`config.mk`:
```
export PLATFORM = sky130hd
export DESIGN_NAME = rr_burst_arbiter_flat
export DESIGN_NICKNAME = d
export VERILOG_FILES = /design/src/rtl/rr_burst_arbiter_if.sv /design/src/rtl/rr_burst_arbiter.sv /design/src/flat_wrapper.sv
export SDC_FILE = /design/constraint.sdc
export NUM_CORES = 1
export LEC_CHECK = 0
export CAP_MARGIN = 20
export CORE_AREA = 2 2 131 133
export CTS_BUF_LIST = sky130_fd_sc_hd__clkbuf_8
export DETAILED_ROUTE_END_ITERATION = 10
export DIE_AREA = 0 0 133 135
export GPL_ROUTABILITY_DRIVEN = 0
export GPL_TIMING_DRIVEN = 0
export PLACE_DENSITY_LB_ADDON = 0.2
export SYNTH_ARGS = -nofsm -noshare
export SYNTH_HDL_FRONTEND = slang
export SYNTH_SLANG_ARGS = --single-unit
```
`constraint.sdc`:
```
create_clock -name clk -period 9.5 [get_ports clk]
set_clock_uncertainty 0.2 [all_clocks]
set_input_delay 2.375 -clock clk [delete_from_list [all_inputs] [get_ports clk]]
set_output_delay 2.375 -clock clk [all_outputs]
set_load 0.005 [all_outputs]
```
`src/rtl/rr_burst_arbiter_if.sv`:
```
// Requester-side and consumer-side handshake bundle for rr_burst_arbiter.
// The slave modport is the arbiter; the master modport is the requesters plus downstream consumer.
interface rr_burst_arbiter_if #(
    parameter int unsigned NUM_PORTS  = 4,
    parameter int unsigned DATA_WIDTH = 64
);
    localparam int unsigned ID_WIDTH = $clog2(NUM_PORTS);

    logic [NUM_PORTS-1:0]  i__data_in_valid;
    logic [DATA_WIDTH-1:0] ia__data_in [NUM_PORTS];
    logic [NUM_PORTS-1:0]  o__data_in_ready;
    logic [NUM_PORTS-1:0]  i__port_mask;
    logic                  o__data_out_valid;
    logic [DATA_WIDTH-1:0] o__data_out;
    logic                  i__data_out_ready;
    logic [ID_WIDTH-1:0]   o__grant_id;
    logic                  o__burst_active;

    modport master (
        output i__data_in_valid, ia__data_in, i__port_mask, i__data_out_ready,
        input  o__data_in_ready, o__data_out_valid, o__data_out, o__grant_id, o__burst_active
    );

    modport slave (
        input  i__data_in_valid, ia__data_in, i__port_mask, i__data_out_ready,
        output o__data_in_ready, o__data_out_valid, o__data_out, o__grant_id, o__burst_active
    );
endinterface

```
`src/rtl/rr_burst_arbiter.sv`:
```
// Round-robin arbiter with burst locking: zero-latency datapath from N requesters to one
// consumer; only the rotation pointer and the burst lock are registered.
module rr_burst_arbiter #(
    parameter int unsigned NUM_PORTS  = 4,
    parameter int unsigned DATA_WIDTH = 64,
    parameter int unsigned MAX_BURST  = 4
) (
    input  logic              clk,
    input  logic              reset,
    rr_burst_arbiter_if.slave bus
);
    localparam int unsigned ID_WIDTH  = $clog2(NUM_PORTS);
    localparam int unsigned CNT_WIDTH = $clog2(MAX_BURST + 1);
    localparam logic [ID_WIDTH-1:0]  LAST_ID   = ID_WIDTH'(NUM_PORTS - 1);
    localparam logic [CNT_WIDTH-1:0] BURST_MAX = CNT_WIDTH'(MAX_BURST);

    logic [ID_WIDTH-1:0]  r__rr_ptr;
    logic                 r__locked;
    logic [ID_WIDTH-1:0]  r__lock_id;
    logic [CNT_WIDTH-1:0] r__burst_cnt;

    logic [NUM_PORTS-1:0] req;
    logic                 lock_hit;
    logic [ID_WIDTH-1:0]  start_id;
    logic [31:0]          scan_idx;
    logic [ID_WIDTH-1:0]  sel;
    logic                 found;
    logic                 out_valid;
    logic [NUM_PORTS-1:0] in_ready;
    logic                 xfer;
    logic [CNT_WIDTH-1:0] cnt;

    // Explicit wrap so non-power-of-two port counts rotate correctly.
    function automatic logic [ID_WIDTH-1:0] wrap_inc(input logic [ID_WIDTH-1:0] id);
        return (id == LAST_ID) ? '0 : id + ID_WIDTH'(1);
    endfunction

    // Selection: keep the locked port while it still requests, else scan upward with wrap.
    always_comb begin
        req      = bus.i__data_in_valid & bus.i__port_mask;
        lock_hit = r__locked & req[r__lock_id];
        start_id = r__locked ? wrap_inc(r__lock_id) : r__rr_ptr;
        scan_idx = '0;
        sel      = '0;
        found    = 1'b0;
        if (lock_hit) begin
            sel   = r__lock_id;
            found = 1'b1;
        end else begin
            for (int unsigned k = 0; k < NUM_PORTS; k++) begin
                scan_idx = 32'(start_id) + k;
                if (scan_idx >= NUM_PORTS) begin
                    scan_idx = scan_idx - NUM_PORTS;
                end
                if (!found && req[ID_WIDTH'(scan_idx)]) begin
                    sel   = ID_WIDTH'(scan_idx);
                    found = 1'b1;
                end
            end
        end
    end

    // Output drive; valid never looks at downstream ready.
    always_comb begin
        out_valid = found & ~reset;
        in_ready  = '0;
        if (out_valid) begin
            in_ready[sel] = bus.i__data_out_ready;
        end
        xfer = out_valid & bus.i__data_out_ready;
        cnt  = (r__locked && (sel == r__lock_id)) ? r__burst_cnt + CNT_WIDTH'(1) : CNT_WIDTH'(1);

        bus.o__data_out_valid = out_valid;
        bus.o__data_out       = out_valid ? bus.ia__data_in[sel] : '0;
        bus.o__grant_id       = out_valid ? sel : '0;
        bus.o__data_in_ready  = in_ready;
        bus.o__burst_active   = r__locked;
    end

    // Arbitration state: burst counting, lock release and pointer rotation.
    always_ff @(posedge clk) begin
        if (reset) begin
            r__rr_ptr    <= '0;
            r__locked    <= 1'b0;
            r__lock_id   <= '0;
            r__burst_cnt <= '0;
        end else if (xfer) begin
            if (cnt == BURST_MAX) begin
                r__locked    <= 1'b0;
                r__burst_cnt <= '0;
                r__rr_ptr    <= wrap_inc(sel);
            end else begin
                r__locked    <= 1'b1;
                r__lock_id   <= sel;
                r__burst_cnt <= cnt;
            end
        end else if (r__locked && !req[r__lock_id]) begin
            r__locked    <= 1'b0;
            r__burst_cnt <= '0;
            r__rr_ptr    <= wrap_inc(r__lock_id);
        end
    end
endmodule

```
`src/flat_wrapper.sv`:
```
// flat-port wrapper written by rule: the top's interface ports become plain ports
module rr_burst_arbiter_flat 
#(
    parameter int unsigned NUM_PORTS  = 4,
    parameter int unsigned DATA_WIDTH = 64,
    parameter int unsigned MAX_BURST  = 4
)
  (clk, reset, bus_i__data_in_valid, bus_ia__data_in, bus_i__port_mask, bus_i__data_out_ready, bus_o__data_in_ready, bus_o__data_out_valid, bus_o__data_out, bus_o__grant_id, bus_o__burst_active);
  rr_burst_arbiter_if #(.NUM_PORTS(NUM_PORTS), .DATA_WIDTH(DATA_WIDTH)) bus_i ();
  input  logic clk;
  input  logic reset;
  input wire logic [$bits(bus_i.i__data_in_valid)-1:0] bus_i__data_in_valid;
  input wire logic [$bits(bus_i.ia__data_in)-1:0] bus_ia__data_in;
  input wire logic [$bits(bus_i.i__port_mask)-1:0] bus_i__port_mask;
  input wire logic [$bits(bus_i.i__data_out_ready)-1:0] bus_i__data_out_ready;
  output wire logic [$bits(bus_i.o__data_in_ready)-1:0] bus_o__data_in_ready;
  output wire logic [$bits(bus_i.o__data_out_valid)-1:0] bus_o__data_out_valid;
  output wire logic [$bits(bus_i.o__data_out)-1:0] bus_o__data_out;
  output wire logic [$bits(bus_i.o__grant_id)-1:0] bus_o__grant_id;
  output wire logic [$bits(bus_i.o__burst_active)-1:0] bus_o__burst_active;
  assign bus_i.i__data_in_valid = bus_i__data_in_valid;
  assign bus_i.ia__data_in = {>>{bus_ia__data_in}};
  assign bus_i.i__port_mask = bus_i__port_mask;
  assign bus_i.i__data_out_ready = bus_i__data_out_ready;
  assign bus_o__data_in_ready = bus_i.o__data_in_ready;
  assign bus_o__data_out_valid = bus_i.o__data_out_valid;
  assign bus_o__data_out = bus_i.o__data_out;
  assign bus_o__grant_id = bus_i.o__grant_id;
  assign bus_o__burst_active = bus_i.o__burst_active;
  rr_burst_arbiter #(.NUM_PORTS(NUM_PORTS), .DATA_WIDTH(DATA_WIDTH), .MAX_BURST(MAX_BURST)) u_core (.clk(clk), .reset(reset), .bus(bus_i));
endmodule
```
==> metrics.txt, run 1 <==
crit path time final=8625 ps; Final TNS setup=0 ps; Syn Std Cell Area=2960 um2; drt drc=0; Max Slew Vio Count=0; Max Clk Rate=115.9 MHz; Via density=approximately 4.5; RSZ-0062 raised after global routing=no; Synth Net Count=656; vias=4259; FP Rows=47; area of the multi-input gates=2589 um2; flops & latches, synth=8; Slew headroom=61.27%; period utilization=90.79%; largest net degree at the start of global routing=12; Cells after Synth=~380; first-pass GRT wire length=25350 um; Antenna Nets Post-Route=0; Clock Tree Buf Depth=2; run status=completed; hold_ws=293.4 ps; CTS resizes=0; Skew-Pair Late Insertion Delay=between 200 and 250 ps; Port-buffer cells=337; Seq/Total Area, Yosys=5.410%; Seq. cell area=160.2 um2; worst slew pin tran=569.6 ps; CP endpoint kind=output pin; total power=roughly 0.44 mW; total setup buffers inserted after CTS=0; ant diodes=0; H-tree Lvls=1; critical path launch point type=input pin; initial antenna violation count=0; max_cap viols=0; DR WL/cell=roughly 19 um; worst path arrival time=6050 ps; clock sinks=8; Cell variety after synth=42; Starting Density=18.04%; CTS clk-pin slew, worst paths=40 ps; Hold Violations, Final=0; critical path class=in2out; Post-DP HPWL=15100 um; maximum vdd drop=64.76 uV; 1st-pass router iterations=4; Hold Crit Depth=1; die width=about 130 um; CTS tree=built; Mapped Avg Cell Area=around 7.7 um2; Leak Pwr=2.646 nW; GRT Total Usage=between 10% and 20%; reg2reg path depth=12; required time of the worst setup path=roughly 6900 ps; Post-CTS Hold Fix Bufs=0; DR iter-0 viols=approximately 140; final net count=998; HP Class=reg2reg; Setup-failing EPs final=0; vias in the first global route=approximately 4.5k; worst reg-to-reg setup slack=5650 ps; fin util=slightly above 40%; root buffer selected by CTS=clkbuf_8; Area Overhead vs Synth=124.6%; core area=16410 um2; Layout fillers=1639; crit-path max FO=10; Top Ports=339; overall routed net length=17540 um; die height=135 um; GR Overflow Total=0; Synthesis Warnings=0; layout cells sized above 1=13.00%; die area=17960 um2; Inserted Clock Buffers=3; cell area power density=66.22 nW/um2
worst max-delay path, cell delays in order:
cell	delay (ps)
clkdlybuf4s50_1	410
and2_1	210
mux4_2	560
nand2_2	190
mux2i_2	550
buf_2	360
clkbuf_1	430
o21ai_0	160
a21oi_1	230
clkdlybuf4s50_1	570
cells in the final DEF (no fill, tap or decap), types with 3 or more instances in the layout:
cell type | synthesis | layout
buf_4 | 6 | 6
clkdlybuf4s50_1 | 0 | 337
nor2b_1 | 5 | 5
mux2_2 | 63 | 63
dfxtp_1 | 8 | 8
and3_1 | 5 | 5
clkbuf_1 | 19 | 19
nand2_1 | 8 | 8
nor2_1 | 9 | 9
nor3_1 | 5 | 5
o21ai_1 | 6 | 6
mux2i_1 | 65 | 65
buf_2 | 10 | 10
o21ai_0 | 61 | 61
and2_1 | 5 | 5
clkbuf_8 | 0 | 3
a211oi_1 | 5 | 5
a21oi_1 | 64 | 64
inv_1 | 4 | 4
ha_1 | 6 | 6
registers in the layout, summed over array words and instances, names as in the netlist:
signal and count:
u_core.bus.o__burst_active 1, u_core.r__burst_cnt 3, u_core.r__lock_id 2, u_core.r__rr_ptr 2
synth_stat cells:
library cell | count | area (um2)
mux2i_1 | 65 | 650.6
a21oi_1 | 64 | 320.3
mux2_2 | 63 | 709.4
o21ai_0 | 61 | 305.3
clkbuf_1 | 19 | 71.32
buf_2 | 10 | 50.05
nor2_1 | 9 | 33.78
dfxtp_1 | 8 | 160.2
nand2_1 | 8 | 30.03
buf_4 | 6 | 45.04
ha_1 | 6 | 75.07
o21ai_1 | 6 | 30.03
a211oi_1 | 5 | 37.54
and2_1 | 5 | 31.28
and3_1 | 5 | 31.28
nor2b_1 | 5 | 31.28
nor3_1 | 5 | 25.02
inv_1 | 4 | 15.01
buf_1 | 2 | 7.510
buf_6 | 2 | 22.52
mux4_2 | 2 | 45.04
o21a_1 | 2 | 15.01
xnor2_1 | 2 | 17.52
a221oi_2 | 1 | 15.01
a22o_1 | 1 | 8.760
a311oi_1 | 1 | 8.760
a31o_2 | 1 | 8.760
a31oi_1 | 1 | 6.260
a32o_1 | 1 | 10.01
mux2_4 | 1 | 15.01
mux2i_2 | 1 | 13.76
mux2i_4 | 1 | 22.52
nand2_2 | 1 | 6.260
nand3_1 | 1 | 5.000
nor3b_2 | 1 | 12.51
nor4_1 | 1 | 6.260
nor4_4 | 1 | 21.27
o21bai_1 | 1 | 7.510
o31ai_1 | 1 | 7.510
o32ai_1 | 1 | 8.760
o41ai_1 | 1 | 8.760
or4_1 | 1 | 7.510
logic make-up after synthesis:
| logic type | Yosys count | share of synthesized area [%] |
|---|---|---|
| multiplexers | 133 | 49.20 |
| XOR/XNOR | 2 | 0.5918 |
| flip-flops | 8 | 5.410 |
| AND/OR/NAND/NOR | 43 | 8.157 |
| adder cells (fa/ha/maj) | 6 | 2.536 |
| AO/OA/AOI/OAI | 148 | 26.97 |
| buffers and inverters | 43 | 7.143 |
layout make-up:
| cell class | count | share of cell area, % |
|---|---|---|
| inverters | 4 | 0.2258 |
| flip-flops and latches | 8 | 2.408 |
| multi-input cells | 332 | 38.93 |
| well taps | 220 | 4.139 |
| clock buffers | 3 | 0.6209 |
| plain buffers | 39 | 2.954 |
| repair buffers | 337 | 50.72 |
metal layers:
layer	GRT usage [%]	share of wire, %	up-vias
met5	0	0	-
met3	3.566	6.1	16
met4	2.449	1.3	0
met2	35.81	55	180
li1	-	-	2128
met1	20.68	38	1935
power by group:
group          leakage [nW]  internal [mW]  switching (mW)
Sequential           0.0650         0.0350         0.00107
Combinational          2.56          0.222           0.142
Clock                0.0216         0.0274          0.0132
Total                  2.65          0.284           0.156
metrics by stage:
stage / cell area [um2] / cells / setup slack (ps)
floorplan: 2960 / 383 / 2508
global placement: 6609 / 940 / 828.5
detailed placement: 6609 / 940 / 811.9
CTS: 6650 / 943 / 790.4
global route: 6650 / 943 / 659.0
finish: 6650 / 943 / 875.3
worst paths after layout:
kind	start	end
setup / recovery	bus_i__data_in_valid[3]	bus_o__data_out[60]
hold / removal	u_core.r__burst_cnt[1]	u_core.r__burst_cnt[1]
setup reg to reg	u_core.r__lock_id[1]	u_core.r__rr_ptr[0]
hold reg to reg	u_core.r__burst_cnt[1]	u_core.r__burst_cnt[1]
(Power assumes the default switching activity.)
==> run 2, diff against run 1 <==
--- a/config.mk
+++ b/config.mk
@@ -10,7 +10,7 @@
 export CTS_BUF_LIST = sky130_fd_sc_hd__clkbuf_8
 export DETAILED_ROUTE_END_ITERATION = 10
 export DIE_AREA = 0 0 133 135
-export GPL_ROUTABILITY_DRIVEN = 0
+export GPL_ROUTABILITY_DRIVEN = 1
 export GPL_TIMING_DRIVEN = 0
 export PLACE_DENSITY_LB_ADDON = 0.2
 export SYNTH_ARGS = -nofsm -noshare
==> run 2 against run 1 <==
  * Combinational power about the same
  * Wire length up 0.39%
  * Setup slack better by 49 ps
  * Maximum frequency up 0.57%
  * Register-to-register slack about the same
  * Die area unchanged
  * Global-route usage up 0.37 points
  * First-iteration DRC count down 6.4%
  * Critical path type unchanged
  * Critical endpoint is now bus_o__data_in_ready[1]
  * Largest cell class unchanged
==> metrics.txt, run 2 (synthesis results as in run 1) <==
critical path launch point type=input pin; Cell Chain, Critical Path=clkdlybuf4s50_1, and2_1, mux4_2, nand2_2, mux2i_2, buf_2, buf_1, ha_1, and3_1, clkdlybuf4s50_1; Starting Density=18.04%; clock sinks=8; overall routed net length=17610 um; initial antenna violation count=0; worst path arrival time=around 6000 ps; FP Rows=47; internal power=between 0.2 and 0.3 mW; root buffer selected by CTS=clkbuf_8; most frequent CP cell=clkdlybuf4s50_1; CP endpoint kind=output pin; sw power=0.1567 mW; vias in the first global route=about 4.5k; max FFs per register=3; fin util=about 41%; Inserted Clock Buffers=3; Final TNS setup=0 ps; Comb power frac=82.5%; crit-path max FO=11; Hold Violations, Final=0; Slew headroom=59.88%; total power=0.4407 mW; Setup-failing EPs final=0; DR WL/cell=18.67 um; Clock Tree Buf Depth=2; die height=135 um; GR Overflow Total=0; vias=4249; max_cap viols=0; RSZ-0062 raised after global routing=no; placed cell area=6609 um2; maximum vdd drop=about 52 uV; biggest regs=u_core.r__burst_cnt (3), u_core.r__lock_id (2), u_core.r__rr_ptr (2); CP max-delay cell=mux4_2; CTS tree=built; Port-buffer cells=337; Post-CTS Hold Fix Bufs=0; CP startpoint=bus_i__data_in_valid[3]; largest stage delay on the critical path=560 ps; layout cells sized above 1=13.00%; Via density=4.506; Max Slew Vio Count=0; period utilization=about nine tenths; HP Class=reg2reg; final net count=998; Final Instance Area=6650 um2; die area=approximately 18000 um2; worst reg-to-reg setup slack=around 5700 ps; GRT Total Usage=18.58%; CTS resizes=0; core area=between 15000 and 20000 um2; DR iter-0 viols=between 100 and 150; Reg power frac=about 8.2%; largest net degree at the start of global routing=12; first-pass GRT wire length=25920 um; Top Ports=339; CTS clk-pin slew, worst paths=40 ps; Leak Pwr=2.646 nW; 1st-pass router iterations=5; Clock Power Share=9.4%; run status=completed; required time of the worst setup path=6930 ps; largest reg by FF count=u_core.r__burst_cnt; Sw Ratio=35.55%; crit path time final=8576 ps; cell area power density=between 60 and 70 nW/um2; RePlAce Congestion=~0.92; total setup buffers inserted after CTS=0; Max Clk Rate=approximately 120 MHz; die width=133 um; Reg2Reg Launch Point=u_core.r__lock_id[1]; Skew-Pair Late Insertion Delay=roughly 230 ps; worst slew pin tran=595.5 ps; most common cell after layout, fill and taps aside=clkdlybuf4s50_1; Area Overhead vs Synth=124.6%; critical path class=in2out; Post-DP HPWL=between 15000 and 20000 um; worst hold start=u_core.r__burst_cnt[1]; Antenna Nets Post-Route=0; most frequent cells in the layout=clkdlybuf4s50_1 (337), mux2i_1 (65), a21oi_1 (64); drt drc=0; H-tree Lvls=1; ant diodes=0
==> run 2: cell counts in the layout (fill, tap and decap cells not counted) <==
Identical to the previous run, type by type.
==> run 2: final timing paths <==
kind | cells after the start | to
hold / removal | 1 | u_core.r__burst_cnt[1]
hold reg to reg | 1 | u_core.r__burst_cnt[1]
setup reg to reg | 12 | u_core.r__rr_ptr[0]
setup / recovery | 10 | bus_o__data_in_ready[1]
==> run 2: power by group through the flow <==
stage / combinational (mW) / clock, mW / sequential [mW]
finish: 0.363 / 0.0413 / 0.0359
global route: 0.393 / 0.0439 / 0.0362
CTS: 0.367 / 0.0420 / 0.0360
detailed placement: 0.365 / 0 / 0.0365
global placement: 0.362 / 0 / 0.0365
floorplan: 0.151 / 0 / 0.0363
==> run 2: layout make-up <==
type,instances,area [um2]
tap,220,275.3
clock buffer,3,41.29
timing repair buffer,337,3373
multi-input combinational,332,2589
buffer,39,196.4
sequential,8,160.2
fill,1684,9757
inverter,4,15.01
==> run 2: metrics by stage <==
step,hold WS [ps],std cells,setup slack [ps]
after global placement,257.3,940,848.0
after CTS,285.1,943,854.5
after floorplan,245.9,383,2508
after global routing,303.8,943,635.9
after detailed placement,275.2,940,870.8
final,278.9,943,924.4
==> run 2: worst max-delay path: cells and delay by family <==
kind | cells | cell delay [ps]
adders and majority gates | 1 | 230
buffers and inverters | 4 | 1790
muxes | 2 | 1060
and+or+nand+nor | 3 | 540
==> run 2: layer usage <==
metal	share of wire (%)	routed length, um	GRT usage (%)	up-vias
met5	0	0	0	-
met4	0.59	104	1.314	0
met3	5.5	966	3.604	8
met2	55	9676	36.41	153
met1	39	6862	21.66	1962
li1	-	-	-	2126
